**config.mk**
```make
export PLATFORM = sky130hd
export DESIGN_NAME = weight_fetch_ctlr
export DESIGN_NICKNAME = d
export VERILOG_FILES = /design/src/rtl/weight_fetch_ctlr.sv
export SDC_FILE = /design/constraint.sdc
export NUM_CORES = 2
export LEC_CHECK = 0
export ABC_AREA = 1
export ABC_CLOCK_PERIOD_IN_PS = 20100
export BUFFER_PORTS_ARGS = -buffer_cell sky130_fd_sc_hd__buf_4
export CORE_MARGIN = 2
export CORE_UTILIZATION = 45
export CTS_CLUSTER_SIZE = 16
export DETAILED_ROUTE_END_ITERATION = 16
export PLACE_DENSITY = 0.72
export SETUP_SLACK_MARGIN = 0.02
export SYNTH_ARGS = -nofsm -noshare
export SYNTH_HDL_FRONTEND = slang
export SYNTH_SLANG_ARGS = --single-unit
```
**constraint.sdc**
```tcl
create_clock -name clk -period 20.1 [get_ports clk]
set_clock_uncertainty 0.05 [all_clocks]
set_input_delay 4.02 -clock clk [delete_from_list [all_inputs] [get_ports clk]]
set_output_delay 4.02 -clock clk [all_outputs]
set_load 0.1 [all_outputs]
```
**src/rtl/weight_fetch_ctlr.sv**
```systemverilog
// weight_fetch_ctlr
//   Weight/bias fetch controller. Holds a programmable per-layer descriptor
//   table, computes the packed start index of a fetch, reads packed weight
//   words from a single-port SRAM and unpacks them to one weight per cycle,
//   optionally followed by one bias read. Shares the SRAM port with system
//   preload, which has priority and kills any fetch in progress.
// Ports
//   clk, rst                  clock, async active-high reset
//   i_cfg_*                   descriptor table write port
//   i_req/o_req_ready         fetch handshake; i_layer/i_if_ch/i_of_ch request
//   o_wt_valid/data/last/mode unpacked weight stream
//   o_bias_valid/data         bias strobe (data zero unless if_ch == 0)
//   o_done, o_abort           completion / pre-emption pulses
//   i_sys_*                   system SRAM access (owns port when i_sys_load)
//   o_sram_*, i_sram_q        SRAM port, active-low controls
module weight_fetch_ctlr #(
    parameter int ADDR_W     = 14,
    parameter int DATA_W     = 32,
    parameter int WT_W       = 8,
    parameter int NUM_LAYERS = 8,
    parameter int CH_W       = 5,
    parameter int SRAM_LAT   = 1
) (
    input  logic                                     clk,
    input  logic                                     rst,
    input  logic                                     i_cfg_we,
    input  logic [$clog2(NUM_LAYERS)-1:0]            i_cfg_layer,
    input  logic [2:0]                               i_cfg_field,
    input  logic [ADDR_W+$clog2(DATA_W/WT_W)-1:0]    i_cfg_data,
    input  logic                                     i_req,
    output logic                                     o_req_ready,
    input  logic [$clog2(NUM_LAYERS)-1:0]            i_layer,
    input  logic [CH_W-1:0]                          i_if_ch,
    input  logic [CH_W-1:0]                          i_of_ch,
    output logic                                     o_wt_valid,
    output logic [WT_W-1:0]                          o_wt_data,
    output logic                                     o_wt_last,
    output logic [1:0]                               o_wt_mode,
    output logic                                     o_bias_valid,
    output logic [WT_W-1:0]                          o_bias_data,
    output logic                                     o_done,
    output logic                                     o_abort,
    input  logic                                     i_sys_load,
    input  logic                                     i_sys_ceb,
    input  logic                                     i_sys_web,
    input  logic [ADDR_W-1:0]                        i_sys_a,
    input  logic [DATA_W-1:0]                        i_sys_d,
    output logic                                     o_sram_ceb,
    output logic                                     o_sram_web,
    output logic [ADDR_W-1:0]                        o_sram_a,
    output logic [DATA_W-1:0]                        o_sram_d,
    input  logic [DATA_W-1:0]                        i_sram_q
);

    localparam int          PACK = DATA_W / WT_W;
    localparam int          LPW  = $clog2(PACK);
    localparam int          SW   = ADDR_W + LPW;
    localparam int unsigned LAST = SRAM_LAT - 1;

    localparam logic [2:0] S_IDLE = 3'd0;
    localparam logic [2:0] S_WRD  = 3'd1;
    localparam logic [2:0] S_BRD  = 3'd2;
    localparam logic [2:0] S_DRN  = 3'd3;
    localparam logic [2:0] S_DONE = 3'd4;

    // Descriptor table
    logic [SW-1:0]     wbase_t  [NUM_LAYERS];
    logic [SW-1:0]     taps_t   [NUM_LAYERS];
    logic [SW-1:0]     stride_t [NUM_LAYERS];
    logic [ADDR_W-1:0] bbase_t  [NUM_LAYERS];
    logic              hasb_t   [NUM_LAYERS];
    logic [1:0]        mode_t   [NUM_LAYERS];

    always_ff @(posedge clk or posedge rst) begin
        if (rst) begin
            for (int unsigned i = 0; i < NUM_LAYERS; i++) begin
                wbase_t[i]  <= '0;
                taps_t[i]   <= '0;
                stride_t[i] <= '0;
                bbase_t[i]  <= '0;
                hasb_t[i]   <= 1'b0;
                mode_t[i]   <= '0;
            end
        end else if (i_cfg_we) begin
            case (i_cfg_field)
                3'd0: wbase_t[i_cfg_layer]  <= i_cfg_data;
                3'd1: taps_t[i_cfg_layer]   <= i_cfg_data;
                3'd2: stride_t[i_cfg_layer] <= i_cfg_data;
                3'd3: bbase_t[i_cfg_layer]  <= i_cfg_data[ADDR_W-1:0];
                3'd4: begin
                    hasb_t[i_cfg_layer] <= i_cfg_data[2];
                    mode_t[i_cfg_layer] <= i_cfg_data[1:0];
                end
                default: ;
            endcase
        end
    end

    // Fetch state
    logic [2:0]        state;
    logic [SW-1:0]     cnt;
    logic [ADDR_W-1:0] waddr;
    logic [LPW-1:0]    lane;
    logic              first;
    logic              hasb;
    logic [ADDR_W-1:0] bbase;
    logic [CH_W-1:0]   of_ch_r;
    logic              if_zero;
    logic [1:0]        mode_r;
    logic              abort_r;
    logic [DATA_W-1:0] unpack;

    // Read-return tag pipeline; index LAST lines up with i_sram_q
    logic              tag_v    [SRAM_LAT];
    logic              tag_b    [SRAM_LAT];
    logic              tag_f    [SRAM_LAT];
    logic              tag_l    [SRAM_LAT];
    logic [LPW-1:0]    tag_lane [SRAM_LAT];

    logic [SW-1:0]     start_idx;
    logic              issue_w, issue_b, kill, accept, inflight;
    logic [ADDR_W-1:0] fetch_a;
    logic [DATA_W-1:0] word;

    assign start_idx = wbase_t[i_layer] + SW'(i_of_ch) * stride_t[i_layer]
                     + SW'(i_if_ch) * taps_t[i_layer];

    assign o_req_ready = (state == S_IDLE) && !i_sys_load;

    always_comb begin
        issue_w  = (state == S_WRD) && (first || lane == '0);
        issue_b  = (state == S_BRD);
        kill     = i_sys_load && (state == S_WRD || state == S_BRD || state == S_DRN);
        accept   = i_req && o_req_ready;
        // Returns still short of the output stage keep DRN waiting
        inflight = 1'b0;
        for (int unsigned i = 0; i < LAST; i++) inflight = inflight | tag_v[i];
        fetch_a  = '0;
        if (issue_w)      fetch_a = waddr;
        else if (issue_b) fetch_a = bbase + ADDR_W'(of_ch_r);
    end

    always_comb begin
        if (i_sys_load) begin
            o_sram_ceb = i_sys_ceb;
            o_sram_web = i_sys_web;
            o_sram_a   = i_sys_a;
            o_sram_d   = i_sys_d;
        end else begin
            o_sram_ceb = !(issue_w || issue_b);
            o_sram_web = 1'b1;
            o_sram_a   = fetch_a;
            o_sram_d   = '0;
        end
    end

    always_ff @(posedge clk or posedge rst) begin
        if (rst) begin
            state   <= S_IDLE;
            cnt     <= '0;
            waddr   <= '0;
            lane    <= '0;
            first   <= 1'b0;
            hasb    <= 1'b0;
            bbase   <= '0;
            of_ch_r <= '0;
            if_zero <= 1'b0;
            mode_r  <= '0;
            abort_r <= 1'b0;
            unpack  <= '0;
            for (int unsigned i = 0; i < SRAM_LAT; i++) begin
                tag_v[i]    <= 1'b0;
                tag_b[i]    <= 1'b0;
                tag_f[i]    <= 1'b0;
                tag_l[i]    <= 1'b0;
                tag_lane[i] <= '0;
            end
        end else begin
            abort_r <= kill;
            if (kill) begin
                state <= S_IDLE;
                for (int unsigned i = 0; i < SRAM_LAT; i++) tag_v[i] <= 1'b0;
            end else begin
                for (int unsigned i = LAST; i > 0; i--) begin
                    tag_v[i]    <= tag_v[i-1];
                    tag_b[i]    <= tag_b[i-1];
                    tag_f[i]    <= tag_f[i-1];
                    tag_l[i]    <= tag_l[i-1];
                    tag_lane[i] <= tag_lane[i-1];
                end
                tag_v[0]    <= (state == S_WRD) || (state == S_BRD);
                tag_b[0]    <= issue_b;
                tag_f[0]    <= issue_w;
                tag_l[0]    <= (state == S_WRD) && (cnt == SW'(1));
                tag_lane[0] <= lane;

                case (state)
                    S_IDLE: if (accept) begin
                        mode_r  <= mode_t[i_layer];
                        cnt     <= taps_t[i_layer];
                        waddr   <= start_idx[SW-1:LPW];
                        lane    <= start_idx[LPW-1:0];
                        first   <= 1'b1;
                        hasb    <= hasb_t[i_layer];
                        bbase   <= bbase_t[i_layer];
                        of_ch_r <= i_of_ch;
                        if_zero <= (i_if_ch == '0);
                        // An empty fetch passes through DRN so o_done lands at t+2
                        if (taps_t[i_layer] != '0) state <= S_WRD;
                        else if (hasb_t[i_layer])  state <= S_BRD;
                        else                       state <= S_DRN;
                    end
                    S_WRD: begin
                        first <= 1'b0;
                        lane  <= lane + 1'b1;
                        if (lane == '1) waddr <= waddr + 1'b1;
                        cnt   <= cnt - 1'b1;
                        if (cnt == SW'(1)) state <= hasb ? S_BRD : S_DRN;
                    end
                    S_BRD:  state <= S_DRN;
                    S_DRN:  if (!inflight) state <= S_DONE;
                    S_DONE: state <= S_IDLE;
                    default: state <= S_IDLE;
                endcase
            end
            if (o_wt_valid && tag_f[LAST]) unpack <= i_sram_q;
        end
    end

    // The first lane of a freshly read word comes straight off the SRAM bus
    assign word         = tag_f[LAST] ? i_sram_q : unpack;
    assign o_wt_valid   = tag_v[LAST] && !tag_b[LAST];
    assign o_wt_data    = o_wt_valid ? word[tag_lane[LAST]*WT_W +: WT_W] : '0;
    assign o_wt_last    = o_wt_valid && tag_l[LAST];
    assign o_bias_valid = tag_v[LAST] && tag_b[LAST];
    assign o_bias_data  = (o_bias_valid && if_zero) ? i_sram_q[WT_W-1:0] : '0;
    assign o_wt_mode    = mode_r;
    assign o_done       = (state == S_DONE);
    assign o_abort      = abort_r;

endmodule

```
## Word-level counts from Yosys, hierarchy flattened

Cells that the tools add are included.

| word-level totals | value |
|---|---|
| register bits after elaboration | 618 |
| bits of input ports | 120 |
| output and inout port bits | 72 |

| cells by class | value |
|---|---|
| add/subtract/negate cells | 6 |
| $mul | 2 |
| $lt $le $gt $ge | 3 |
| equal/unequal tests | 14 |
| shifts and indexed selects | 1 |
| mux-type cells | 58 |
| bitwise operators | 3 |
| reductions and logical operators | 33 |

Operators with widths:

| kind | count |
|---|---|
| $bwmux 128 | 3 |
| $bmux 16 s3 | 3 |
| $mux 16 | 8 |
| $bwmux 112 | 1 |
| $mux 14 | 8 |
| $mux 32 | 2 |
| $demux 16 s3 | 1 |
| $bmux 14 s3 | 1 |
| $demux 14 s3 | 1 |
| $add 16x16->16 | 2 |
| $mul 5x16->16 | 2 |
| $pmux 16 s2 | 1 |
| $shiftx 32x6->8 | 1 |
| $pmux 14 s2 | 1 |
| $bwmux 16 | 1 |
| $eq 16x1->1 const B | 1 |
| $mux 8 | 2 |
| $reduce_bool 16->1 | 1 |
| $sub 16x1->16 const B | 1 |
| $add 14x1->14 const B | 1 |
| $add 14x5->14 | 1 |
| $eq 3x2->1 const B | 4 |
| $pmux 3 s4 | 1 |
| $reduce_and 2->1 | 6 |
| 31 further kinds | 66 |

## Longest topological paths before layout

| logic depth | value |
|---|---|
| word-level depth | 9 |
| gate-level depth with buffers | 35 |
| depth with buffers taken out | 31 |

## Least setup slack after synthesis

Ideal clock, no wire load.

| timing path | value |
|---|---|
| path type | input to output |
| start point | in i_sys_load |
| end point | out o_sram_ceb |
| arrival time | 6.644 ns |
| required time | 16.030 ns |
| slack | 9.386 ns |
| cell stages on the path | 3 |
| cells stage by stage | clkbuf_1 > clkbuf_1 > o31ai_1 |

| between the ends | value |
|---|---|
| longest elaborated chain between the ends | 1 |

Ends and longest elaborated chain:

| item | RTL line | text |
|---|---|---|
| start: declaration | 43 | `input logic i_sys_load,` |
| $mux 1 | 144 | `if (i_sys_load) begin` |
| end: declaration | 48 | `output logic o_sram_ceb,` |

No other way between the ends.

## Final worst setup path

| timing path | value |
|---|---|
| start point | in i_layer[0] |
| end point | reg waddr[9] |

| between the ends | value |
|---|---|
| longest elaborated chain between the ends | 9 |

Ends and longest elaborated chain:

| item | RTL line | text |
|---|---|---|
| start: declaration | 32 | `input logic [$clog2(NUM_LAYERS)-1:0] i_layer,` |
| $not 3->4 (implied by the code) * | 125, 126 |  |
| $bmux 16 s3 | 125 | `assign start_idx = wbase_t[i_layer] + SW'(i_of_ch) * stride_t[i_layer]` |
| $mux 16 (implied by the code) (2 in a row) | 125 |  |
| $mul 5x16->16 | 125 |  |
| $add 16x16->16 | 125 |  |
| $add 16x16->16 * | 126 | `+ SW'(i_if_ch) * taps_t[i_layer];` |
| $mux 14 * | 198 | `S_IDLE: if (accept) begin` |
| $pmux 14 s2 * | 197 | `case (state)` |
| end signal: assignment | 201 | `waddr <= start_idx[SW-1:LPW];` |
| end signal: assignment | 216 | `if (lane == '1) waddr <= waddr + 1'b1;` |
| end: declaration | 102 | `logic [ADDR_W-1:0] waddr;` |

Mark *: on every way between the ends. The rest lies on a longest branch, timed or not. The select of a mux whose other input is x is not followed.
A chain may end at the register's enable or synchronous reset.

==> impl_metrics.csv <==
group,metric,value,unit
status,status,"finished clean",
critical_path,worstPathRequired,20.54,ns
critical_path,cp_slowest_stage_delay,0.80,ns
die,initial_core_util,0.4545,
detailed_routing,drtPass1Iterations,6,
clocking,clock_path_buffers,3,
final_layout,stdcell_count,5150,
yosys,synth_cells,4122,
critical_path,path_class,"input port to flip-flop",
yosys,synth_area_leader_cell,"dfrtp_1",
detailed_routing,drt-wirelength-per-cell,19.15,µm
placed_design,io_buffers,191,
flow_run,max-cap-violations,0,
yosys,ys_seq_area_frac,0.4664,
detailed_routing,wl,98.64,mm
yosys,synth.distinct_cells,55,
yosys,syn_area,33160,µm²
timing,layout_min_cycle_time,10.58,ns
critical_path,r2r_setup_slack,14.25,ns
global_routing,overflow,0,
pwr,power.density,121.4,nW/µm²
detailed_routing,via_count,28804,
global_routing,grt_pass1_vias,27288,
yosys,netlist.area_leader.share,0.4664,
critical_path,cpMaxStageDelayCell,"buf_4",
detailed_routing,antenna_left,0,
detailed_routing,first_iter_violations,3222,
timing,hold_violations,0,
critical_path,cp_max_fo,104,
yosys,synth.net_count,4390,
placed_design,gp_congestion,0.9367,
timing,tns,0,ns
timing,post-route-period-util,0.5262,
placed_design,dpl.hpwl,64.54,mm
final_layout,fin_nets,4412,
clocking,htreeDepth,3,
global_routing,antenna_found_initial,1,
die,die_w,275.5,µm
critical_path,worstSetupEndpointType,"flip-flop",
clocking,clkTransAtPathRegs,0.06,ns
timing,drv_slew,0,
die,io_pins,192,
final_layout,drive_gt1_frac,0.08880,
die,die_h,275.5,µm
global_routing,grt_max_degree,147,
timing,tightest_slew,1.237,ns
yosys,synth_area_leaders,"dfrtp_1 (47%), o21ai_0 (12%), nand2_1 (12%)",
yosys,synth_edf_count,0,
clocking,ctsRootBufferMaster,"clkbuf_16",
clocking,post-cts-setup-buffer-count,0,
global_routing,grt_pass1_wl,155.4,mm
timing,fmax,94.55,MHz
die,core_area,72960,µm²
timing,setup_viol,0,
yosys,yosysWarningCount,0,
clocking,cts_tree,"built",
pwr,leakage,17.69,nW
worst_hold_path,min_path_type,"flip-flop to flip-flop",
yosys,async_reset_ff_frac,1.000,
clocking,clkLatencyLatePin,0.63,ns
clocking,ctsResizeCount,0,
yosys,ys_ff_latch,618,
worst_hold_path,worstHoldEndpoint,"first$_DFFE_PP0P_",
critical_path,reg2reg_from,"taps_t[67]$_DFFE_PP0P_",
global_routing,grtUsageTotal,0.2613,
placed_design,place_inst,5035,
yosys,ys.flop_type,"dfrtp_1",
pwr,ir_drop,0.1082,mV
critical_path,critical_path.reg2reg.endpoint,"waddr[9]$_DFFE_PP0P_",
detailed_routing,drcViolationCount,0,
pwr,p_total,4.520,mW
timing,slew_headroom,0.1742,
timing,grt_setup_unrepaired,"false",
clocking,clock-sinks,618,
clocking,cts_hold_buf,0,
worst_hold_path,whs_path_depth,2,
critical_path,worstSetupStartpointType,"input port",
final_layout,syn_to_final_growth,12.27,%
die,rows,99,
critical_path,worst_ep_arrival_time,11.02,ns
clocking,cts_buffers,66,
detailed_routing,viasPerCell,5.593,
die,die-area,75870,µm²
yosys,syn_area_per_cell,8.044,µm²
worst_hold_path,min_from,"first$_DFFE_PP0P_",
critical_path,r2r_cells,24,
report_power, final:
part	switching [mW]	leakage [nW]	internal [mW]	total, mW
clock	0.527	1.07	0.720	1.25
combinational	1.09	8.49	0.561	1.65
sequential	0.149	8.14	1.48	1.62
total	1.76	17.7	2.76	4.52
per-stage QoR:
step	setup slack (ns)	util	hold slack, ns	instance area [µm²]
final	9.524	0.5103	0.4250	37230
after global routing	8.930	0.5102	0.4454	37220
after CTS	9.622	0.5102	0.4269	37220
after detailed placement	8.979	0.4800	0.4123	35020
after global placement	9.068	0.4800	0.4000	35020
after floorplan	7.595	-	0.3866	33160
synthesized netlist by cell type (6+ instances only):
cell type and count:
a21oi_1 94, a31oi_1 29, a32o_1 6, a32oi_1 10, buf_1 9, buf_2 37, buf_4 9, clkbuf_1 230
clkinv_1 6, dfrtp_1 618, fa_1 110, ha_1 38, inv_1 330, mux2_2 8, nand2_1 1095, nand3_1 134
nand4_1 9, nor2_1 323, nor3_1 21, o211ai_1 26, o21ai_0 822, o21ai_1 6, o221ai_1 56, o22ai_1 25
xor2_1 12
critical path, delay by kind of cell:
kind,cells,cell delay (ns)
adders and majority gates,6,2.81
AOI/OAI and AO/OA,7,1.14
and+or+nand+nor,7,0.66
buffers and inverters,8,2.21
final cells by class:
cell class | instances | area (µm²)
diodes | 2 | 5.005
clock buffers | 93 | 1904
clock inverters | 20 | 295.3
fillers | 6796 | 35730
inverters | 340 | 1287
multi-input cells | 2876 | 15240
flip-flops and latches | 618 | 15460
well taps | 959 | 1200
repair buffers | 242 | 1836
cells by family (layout without fill, tap and decap cells):
logic type                 count (synthesis)  after routing  share of synthesized area
DFF                                      618            618                     0.4664
adders and majority gates                148            148                    0.08075
muxes                                      9              9                   0.003019
and+or+nand+nor                         1610           1610                     0.1922
buffers and inverters                    628            695                    0.07426
other                                      0              2                          0
AOI/OAI and AO/OA                       1092           1092                     0.1789
xor gates and xnor gates                  17             17                   0.004490
state kept, by name, indices dropped and copies added (netlist names), 2 cells and up:
name       cells
wbase_t      128
waddr         14
taps_t       128
lane           2
o_wt_mode      2
tag_lane       2
bbase_t      112
of_ch_r        5
state          3
unpack        32
bbase         14
cnt           16
hasb_t         8
mode_t        16
stride_t     128
layout by cell type, fill, tap and decap left out, types with 7 or more instances in the layout:
| cell type | count |
|---|---|
| clkbuf_8 | 14 |
| nor2_1 | 323 |
| a32oi_1 | 10 |
| o22ai_1 | 25 |
| mux2_2 | 8 |
| clkbuf_16 | 67 |
| ha_1 | 38 |
| nand2_1 | 1095 |
| o21ai_0 | 822 |
| o211ai_1 | 26 |
| clkbuf_1 | 13 |
| o221ai_1 | 56 |
| buf_4 | 240 |
| clkinv_2 | 7 |
| xor2_1 | 12 |
| nand3_1 | 134 |
| fa_1 | 110 |
| a31oi_1 | 29 |
| nand4_1 | 9 |
| inv_1 | 328 |
| nor3_1 | 20 |
| a21oi_1 | 94 |
| dfrtp_1 | 618 |
worst max path at each step:
stage | start | end | slack [ns] | cells after the start
floorplan | rst | bbase[0]$_DFFE_PP0P_ | 7.60 | 1
global placement | i_layer[1] | waddr[10]$_DFFE_PP0P_ | 9.07 | 26
detailed placement | i_layer[1] | waddr[10]$_DFFE_PP0P_ | 8.98 | 27
CTS | i_layer[1] | waddr[9]$_DFFE_PP0P_ | 9.62 | 28
global route | i_layer[0] | waddr[9]$_DFFE_PP0P_ | 8.93 | 27
finish | i_layer[0] | waddr[9]$_DFFE_PP0P_ | 9.52 | 28
metal layers:
metal  part of all wire  vias up  track usage  wire length (µm)
li1                   -    13504            -                 -
met1               0.43    13902       0.3579             41940
met2               0.46     1222       0.4228             45270
met3              0.084      176      0.04306              8286
met4              0.032        0      0.08890              3142
met5                  0        -            0                 0
(Power assumes the default switching activity.)
